**src/rtl/hadamard_fp_pkg.sv**
```systemverilog
// hadamard_fp_pkg
// Shared constants for the hadamard floating-point datapath.
//   expWidth / sigWidth / low_expand : default per-lane field widths
//   SW : signed sum width coming out of the aligned-significand adders
//   P  : bit position of the implicit 1 at the reference exponent
//   OVF / UNF / INX : bit positions inside a lane's 3-bit status field
package hadamard_fp_pkg;

    localparam int expWidth   = 4;
    localparam int sigWidth   = 4;
    localparam int low_expand = 2;

    localparam int SW = sigWidth + 4 + low_expand;
    localparam int P  = sigWidth + low_expand;

    localparam int OVF = 2;
    localparam int UNF = 1;
    localparam int INX = 0;

endpackage

```
**src/rtl/lod_msb.sv**
```systemverilog
// lod_msb
// Leading-one detector: returns the index of the most significant set bit.
//   i_data : W-bit operand
//   o_idx  : index of the highest 1 (0 when the operand is zero)
//   o_zero : operand is all zeros
module lod_msb #(
    parameter  int W  = 10,
    localparam int IW = $clog2(W)
) (
    input  logic [W-1:0]  i_data,
    output logic [IW-1:0] o_idx,
    output logic          o_zero
);

    // Scan upward so the highest set bit is the last one to win.
    always_comb begin
        o_idx  = {IW{1'b0}};
        o_zero = (i_data == {W{1'b0}});
        for (int i = 0; i < W; i++) begin
            o_idx = i_data[i] ? IW'(i) : o_idx;
        end
    end

endmodule

```
**src/rtl/fp_normalizer_2.sv**
```systemverilog
// fp_normalizer_2
// Two-lane, two-stage normalizer: turns signed aligned-significand sums back
// into packed sign/exponent/significand floats with round-to-nearest-even,
// overflow saturation and underflow flush (exponent 0 means zero only).
//
// Ports
//   clk, rst_n          : clock, asynchronous active-low reset
//   in_valid / in_ready : input handshake
//   sum                 : two signed SW-bit sums, lane i at [SW*i +: SW]
//   exp_ref             : reference exponent per lane
//   out_valid/out_ready : output handshake
//   sign_o/exp_o/sig_o  : packed result per lane
//   status              : {ovf,unf,inexact} per lane, only with NORM_STATUS_EN
//
// Optional feature macro: NORM_STATUS_EN adds the status output.
module fp_normalizer_2
    import hadamard_fp_pkg::*;
#(
    parameter  int expWidth   = hadamard_fp_pkg::expWidth,
    parameter  int sigWidth   = hadamard_fp_pkg::sigWidth,
    parameter  int low_expand = hadamard_fp_pkg::low_expand,
    localparam int SW         = sigWidth + 4 + low_expand,
    localparam int P          = sigWidth + low_expand,
    localparam int LW         = $clog2(SW)
) (
    input  logic                    clk,
    input  logic                    rst_n,
    input  logic                    in_valid,
    output logic                    in_ready,
    input  logic [2*SW-1:0]         sum,
    input  logic [2*expWidth-1:0]   exp_ref,
    output logic                    out_valid,
    input  logic                    out_ready,
    output logic [1:0]              sign_o,
    output logic [2*expWidth-1:0]   exp_o,
    output logic [2*sigWidth-1:0]   sig_o
`ifdef NORM_STATUS_EN
    ,
    output logic [3*2-1:0]          status
`endif
);

    localparam int NW = SW + P;   // normalized window below the implicit 1
    localparam logic [LW-1:0] P_IDX = LW'(P);
    localparam logic signed [expWidth+2:0] E_ONE = {{(expWidth+2){1'b0}}, 1'b1};
    localparam logic signed [expWidth+2:0] E_MAX = {3'b000, {expWidth{1'b1}}};

    logic r_run;        // low through reset, keeps in_ready at 0 until released
    logic r_s1_valid;
    logic w_s2_adv;
    logic w_in_acc;

    wire [1:0]              w_sign_nx;
    wire [2*expWidth-1:0]   w_exp_nx;
    wire [2*sigWidth-1:0]   w_sig_nx;
`ifdef NORM_STATUS_EN
    wire [3*2-1:0]          w_stat_nx;
`endif

    assign w_s2_adv = !out_valid || out_ready;
    assign in_ready = r_run && (!r_s1_valid || w_s2_adv);
    assign w_in_acc = in_valid && in_ready;

    for (genvar g = 0; g < 2; g++) begin : g_lane
        logic [SW-1:0]               w_sum;
        logic [SW-1:0]               w_mag;
        logic                        w_sign;
        logic                        w_zero;
        logic [LW-1:0]               w_lead;
        logic signed [expWidth+1:0]  w_epre;

        logic [SW-1:0]               r_mag;
        logic [LW-1:0]               r_lead;
        logic signed [expWidth+1:0]  r_epre;
        logic                        r_sign;
        logic                        r_zero;

        logic [2*SW-1:0]             w_ext;
        logic [NW-1:0]               w_norm;
        logic [sigWidth-1:0]         w_frac;
        logic                        w_guard;
        logic                        w_sticky;
        logic                        w_rup;
        logic [sigWidth:0]           w_rnd;
        logic signed [expWidth+2:0]  w_efin;
        logic                        w_unf;
        logic                        w_ovf;
        logic                        w_sign_l;
        logic [expWidth-1:0]         w_exp_l;
        logic [sigWidth-1:0]         w_sig_l;

        // ---------------- stage 1: magnitude, leading one, exponent -------
        assign w_sum  = sum[SW*g +: SW];
        assign w_sign = w_sum[SW-1];
        // The most-negative sum maps to 2^(SW-1), still representable unsigned.
        assign w_mag  = w_sign ? (~w_sum + {{(SW-1){1'b0}}, 1'b1}) : w_sum;

        lod_msb #(.W(SW)) u_lod (
            .i_data (w_mag),
            .o_idx  (w_lead),
            .o_zero (w_zero)
        );

        assign w_epre = (expWidth+2)'(int'(exp_ref[expWidth*g +: expWidth]) + int'(w_lead) - P);

        // Stage-1 lane registers, loaded on every accepted beat.
        always_ff @(posedge clk or negedge rst_n) begin
            if (!rst_n) begin
                r_mag  <= {SW{1'b0}};
                r_lead <= {LW{1'b0}};
                r_epre <= {(expWidth+2){1'b0}};
                r_sign <= 1'b0;
                r_zero <= 1'b0;
            end else if (w_in_acc) begin
                r_mag  <= w_mag;
                r_lead <= w_lead;
                r_epre <= w_epre;
                r_sign <= w_sign;
                r_zero <= w_zero;
            end else begin
                r_mag  <= r_mag;
                r_lead <= r_lead;
                r_epre <= r_epre;
                r_sign <= r_sign;
                r_zero <= r_zero;
            end
        end

        // ---------------- stage 2: normalize, round, special cases --------
        // The extra SW zero bits below the magnitude keep every bit a right
        // shift pushes out, so sticky sees them without separate logic.
        assign w_ext = {r_mag, {SW{1'b0}}};

        // Move the leading one to position P (bit NW of the extended word).
        always_comb begin
            w_norm = {NW{1'b0}};
            if (r_lead >= P_IDX) begin
                w_norm = NW'(w_ext >> (r_lead - P_IDX));
            end else begin
                w_norm = NW'(w_ext << (P_IDX - r_lead));
            end
        end

        assign w_frac   = w_norm[NW-1 -: sigWidth];
        assign w_guard  = w_norm[NW-1-sigWidth];
        assign w_sticky = |w_norm[NW-2-sigWidth:0];
        assign w_rup    = w_guard && (w_sticky || w_frac[0]);
        // A carry out leaves the low bits at zero, which is the renormalized
        // significand; only the exponent needs the +1.
        assign w_rnd    = {1'b0, w_frac} + {{sigWidth{1'b0}}, w_rup};
        assign w_efin   = $signed({r_epre[expWidth+1], r_epre})
                        + $signed({{(expWidth+2){1'b0}}, w_rnd[sigWidth]});

        assign w_unf = !r_zero && (w_efin < E_ONE);
        assign w_ovf = !r_zero && !w_unf && (w_efin > E_MAX);

        // Special-case priority: zero, then flush, then saturate.
        always_comb begin
            w_sign_l = 1'b0;
            w_exp_l  = {expWidth{1'b0}};
            w_sig_l  = {sigWidth{1'b0}};
            if (r_zero || w_unf) begin
                w_sign_l = 1'b0;
                w_exp_l  = {expWidth{1'b0}};
                w_sig_l  = {sigWidth{1'b0}};
            end else if (w_ovf) begin
                w_sign_l = r_sign;
                w_exp_l  = {expWidth{1'b1}};
                w_sig_l  = {sigWidth{1'b1}};
            end else begin
                w_sign_l = r_sign;
                w_exp_l  = w_efin[expWidth-1:0];
                w_sig_l  = w_rnd[sigWidth-1:0];
            end
        end

        assign w_sign_nx[g]                        = w_sign_l;
        assign w_exp_nx[expWidth*g +: expWidth]    = w_exp_l;
        assign w_sig_nx[sigWidth*g +: sigWidth]    = w_sig_l;
`ifdef NORM_STATUS_EN
        assign w_stat_nx[3*g + OVF] = w_ovf;
        assign w_stat_nx[3*g + UNF] = w_unf;
        assign w_stat_nx[3*g + INX] = !r_zero && !w_unf && (w_guard || w_sticky);
`endif
    end

    // Pipeline valids, run flag and registered outputs.
    always_ff @(posedge clk or negedge rst_n) begin
        if (!rst_n) begin
            r_run      <= 1'b0;
            r_s1_valid <= 1'b0;
            out_valid  <= 1'b0;
            sign_o     <= 2'b00;
            exp_o      <= {(2*expWidth){1'b0}};
            sig_o      <= {(2*sigWidth){1'b0}};
`ifdef NORM_STATUS_EN
            status     <= 6'b000000;
`endif
        end else begin
            r_run <= 1'b1;
            if (in_ready) begin
                r_s1_valid <= in_valid;
            end else begin
                r_s1_valid <= r_s1_valid;
            end
            if (w_s2_adv) begin
                out_valid <= r_s1_valid;
            end else begin
                out_valid <= out_valid;
            end
            // Payload only changes when a new beat moves in, so it is held
            // stable through an output stall.
            if (w_s2_adv && r_s1_valid) begin
                sign_o <= w_sign_nx;
                exp_o  <= w_exp_nx;
                sig_o  <= w_sig_nx;
`ifdef NORM_STATUS_EN
                status <= w_stat_nx;
`endif
            end else begin
                sign_o <= sign_o;
                exp_o  <= exp_o;
                sig_o  <= sig_o;
`ifdef NORM_STATUS_EN
                status <= status;
`endif
            end
        end
    end

endmodule

```
**config.mk**
```make
export PLATFORM = sky130hd
export DESIGN_NAME = fp_normalizer_2
export DESIGN_NICKNAME = d
export VERILOG_FILES = /design/src/rtl/hadamard_fp_pkg.sv /design/src/rtl/lod_msb.sv /design/src/rtl/fp_normalizer_2.sv
export SDC_FILE = /design/constraint.sdc
export NUM_CORES = 1
export LEC_CHECK = 0
export BUFFER_PORTS_ARGS = -buffer_cell sky130_fd_sc_hd__buf_2
export CELL_PAD_IN_SITES_DETAIL_PLACEMENT = 1
export CELL_PAD_IN_SITES_GLOBAL_PLACEMENT = 1
export CORE_UTILIZATION = 45
export DETAILED_ROUTE_END_ITERATION = 10
export PLACE_DENSITY_LB_ADDON = 0.1
export REMOVE_ABC_BUFFERS = 1
export SLEW_MARGIN = 20
export SYNTH_ARGS = -nofsm -noshare
export SYNTH_HDL_FRONTEND = slang
export SYNTH_SLANG_ARGS = --single-unit
```
**constraint.sdc**
```tcl
create_clock -name clk -period 5.7 [get_ports clk]
set_input_delay 1.14 -clock clk [delete_from_list [all_inputs] [get_ports clk]]
set_output_delay 1.14 -clock clk [all_outputs]
set_load 0.01 [all_outputs]
```
==> impl_metrics.sql <==
INSERT INTO impl_metrics (metric_group, metric, value, unit) VALUES
('yosys', 'yosysMostFrequentCell', 'nand2_1', ''),
('clock_tree', 'ctsLongestPathBuffers', '2', ''),
('final_layout', 'area_growth_syn_to_layout', '10.58', '%'),
('setup_path', 'timing.rr.start', 'g_lane[1].r_lead[1]', ''),
('routing', 'drt_first_iter_violations', '305', ''),
('setup_path', 'critPathTopFamily', 'compound AO/OA/AOI/OAI gates', ''),
('grt', 'met1_capacity_usage_during_global_routing', '35.23', '%'),
('yosys', 'netlist_top_cells_count', 'nand2_1, o21ai_0, dfrtp_1, nor2_1, clkbuf_1', ''),
('yosys', 'syn-mean-instance-area', '8.398', 'um2'),
('setup_path', 'critical_path_sink', 'sig_o[4]', ''),
('floorplanning', 'core-area', '0.01211', 'mm2'),
('yosys', 'main_combinational_cell_family_by_area_after_synthesis', 'compound AO/OA/AOI/OAI gates', ''),
('sta', 'timing_max_transition_violations_final', '0', ''),
('grt', 'globalRouteMet2Util', '40.36', '%'),
('power', 'p_leak', '2.765', 'nW'),
('grt', 'grt_max_degree', '66', ''),
('clock_tree', 'cts.root.buffer_cell', 'clkbuf_16', ''),
('setup_path', 'endpoint_kind', 'register', ''),
('grt', 'gr-usage-all-layers', '25.29', '%'),
('yosys', 'synth_edf_count', '0', ''),
('sta', 'worst-slew-pin-transition', '860.3', 'ps'),
('sta', 'finalWorstPathRequiredPeriod', '4526', 'ps'),
('hold_path', 'min-delay-path-class', 'reg2reg', ''),
('setup_path', 'worst-path-max-fanout', '8', ''),
('sta', 'slew_headroom', '42.64', '%'),
('routing', 'postRouteWirelength', '15.51', 'mm'),
('yosys', 'synthDominantAreaCellType', 'dfrtp_1', ''),
('grt', 'first_global_vias', '5132', ''),
('sta', 'skew', '4.581', 'ps'),
('yosys', 'post_synth_xor_area_fraction', '4.804', '%'),
('grt', 'globalRoute.totalOverflow', '0', ''),
('power', 'irDropWorstVdd', '0.1357', 'mV'),
('clock_tree', 'clk_transition_reported_paths', '60', 'ps'),
('routing', 'avgRoutedWirePerCell', '17.87', 'um'),
('yosys', 'yosysTopAreaCellShare', '28.78', '%'),
('yosys', 'syn-cell-area', '0.005652', 'mm2'),
('final_layout', 'insertedDiodeCount', '0', ''),
('yosys', 'synth.area.mux_share', '12.57', '%'),
('routing', 'post-route-drc-count', '0', ''),
('yosys', 'netlist_top_cells_area', 'dfrtp_1, o21ai_0, ha_1, nand2_1, mux2i_1', ''),
('routing', 'drt-pass1-iter-count', '4', ''),
('clock_tree', 'cts_buffers', '9', ''),
('setup_path', 'worst-path-buf-inv', '0', ''),
('setup_path', 'worstPathArrival', '4730', 'ps'),
('setup_path', 'critical_path.cell_chain', 'ha_1, o21ai_0, o21ai_0, nand4_1, a32oi_1, ha_1, nand2_1, nor2_1, ha_1, ha_1, and3_1, nand4b_1, a2111oi_0, or2_2, o31a_1, a31oi_1', ''),
('clock_tree', 'clock-sinks', '65', ''),
('setup_path', 'timing.critical_path.slowest_stage_cell', 'o21ai_0', ''),
('clock_tree', 'cts_hold_buffers', '0', ''),
('final_layout', 'final_core_utilization', '51.60', '%'),
('status', 'status', 'finished clean', ''),
('hold_path', 'worst_hold_startpoint', 'exp_o[1]', ''),
('yosys', 'synthesized_area_fraction_occupied_by_adder_cells', '6.907', '%'),
('setup_path', 'cp_slowest_stage_delay', '580', 'ps'),
('grt', 'grt.busiest_layer', 'met2', ''),
('setup_path', 'regToRegSetupSlack', '1170', 'ps'),
('yosys', 'synth_flop_cell', 'dfrtp_1', ''),
('final_layout', 'multiInputGateArea', '0.003717', 'mm2'),
('yosys', 'synth_compound_area_share', '22.82', '%'),
('clock_tree', 'clock_insertion_delay_worst_skew', '340', 'ps'),
('final_layout', 'layout.filler_cells', '1502', ''),
('routing', 'antenna_violating_nets_post_route', '0', ''),
('yosys', 'synthesis.instances', '673', ''),
('final_layout', 'regArea', '0.001627', 'mm2'),
('clock_tree', 'postCtsSetupRepairBufs', '0', ''),
('clock_tree', 'cts_repair_resize_count', '0', ''),
('setup_path', 'critical-path-top-cell-by-count', 'ha_1', ''),
('sta', 'grt_setup_unrepaired', 'false', ''),
('setup_path', 'worst_ep_required_time', '5900', 'ps'),
('floorplanning', 'placementRows', '40', ''),
('power', 'power_density', '382.1', 'mW/mm2'),
('setup_path', 'timing.critical_path.depth', '16', '');
==> layer usage <==
metal / routed length [um] / share of wire [%]
met2: 7070 / 46
met4: 220 / 1.4
met5: 0 / 0
met3: 567 / 3.7
met1: 7656 / 49
==> report_power, final <==
group / switching [mW] / total (mW) / internal (mW)
clock network: 0.206 / 0.508 / 0.302
logic: 0.651 / 1.14 / 0.488
registers: 0.152 / 0.741 / 0.589
==> how the worst min path moves through the flow <==
stage                     cells after the start               end  slack [ps]
after floorplan                               2  g_lane[0].r_sign         450
after global placement                        2          sig_o[6]         450
after detailed placement                      2          exp_o[1]         460
after CTS                                     2          exp_o[1]         480
after global routing                          2          exp_o[2]         490
final                                         2          exp_o[1]         470
==> cells in the final DEF (no fill, tap or decap), drive strengths merged, types with 7 or more instances in the layout <==
cell and instances:
mux2i 26, a31oi 10, ha 28, clkbuf 12, o31ai 9, nand2 86, nand4 11, nor2b 8
mux4 10, nand2b 8, and2 8, a21oi 31, xor2 20, o21ai 74, mux2 20, nor2 37
xnor2 11, inv 33, dfrtp 65, nand3 12, buf 57, a21o 7, nor3 11
==> layout make-up <==
cell class | instances | area share (%)
clock inverter | 3 | 0.2803
inverter | 35 | 2.102
timing repair buffer | 57 | 4.805
tap | 168 | 3.363
clock buffer | 12 | 3.944
sequential | 65 | 26.03
multi-input combinational | 528 | 59.48
==> registers in the layout, indices dropped and copies added, names as in the netlist <==
signal / flops
g_lane.r_epre: 12
sig_o: 8
out_valid: 1
g_lane.r_sign: 2
r_run: 1
g_lane.r_mag: 20
exp_o: 8
r_s1_valid: 1
sign_o: 2
g_lane.r_lead: 8
g_lane.r_zero: 2
==> metrics by stage <==
stage	cell area (um2)	setup slack (ps)	cells
after floorplan	5468	1167	628
after global routing	6250	740.8	868
after detailed placement	5981	1186	853
final	6250	1174	868
after CTS	6245	1154	868
after global placement	5981	1315	853
==> worst register-to-register path: stages (launching register included) <==
cell	delay, ps
dfrtp_1	510
ha_1	210
o21ai_0	150
o21ai_0	580
nand4_1	250
a32oi_1	420
ha_1	260
nand2_1	60
nor2_1	110
ha_1	310
ha_1	280
and3_1	240
nand4b_1	120
a2111oi_0	480
or2_2	240
o31a_1	130
a31oi_1	40
==> kinds of logic after synthesis <==
group | count (synthesis)
adder cells (fa/ha/maj) | 30
AO/OA/AOI/OAI | 196
multiplexers | 56
AND/OR/NAND/NOR | 214
XOR/XNOR | 31
buffers and inverters | 80
flip-flops | 65
other | 1
No activity file was read; power rests on OpenSTA's default activity.
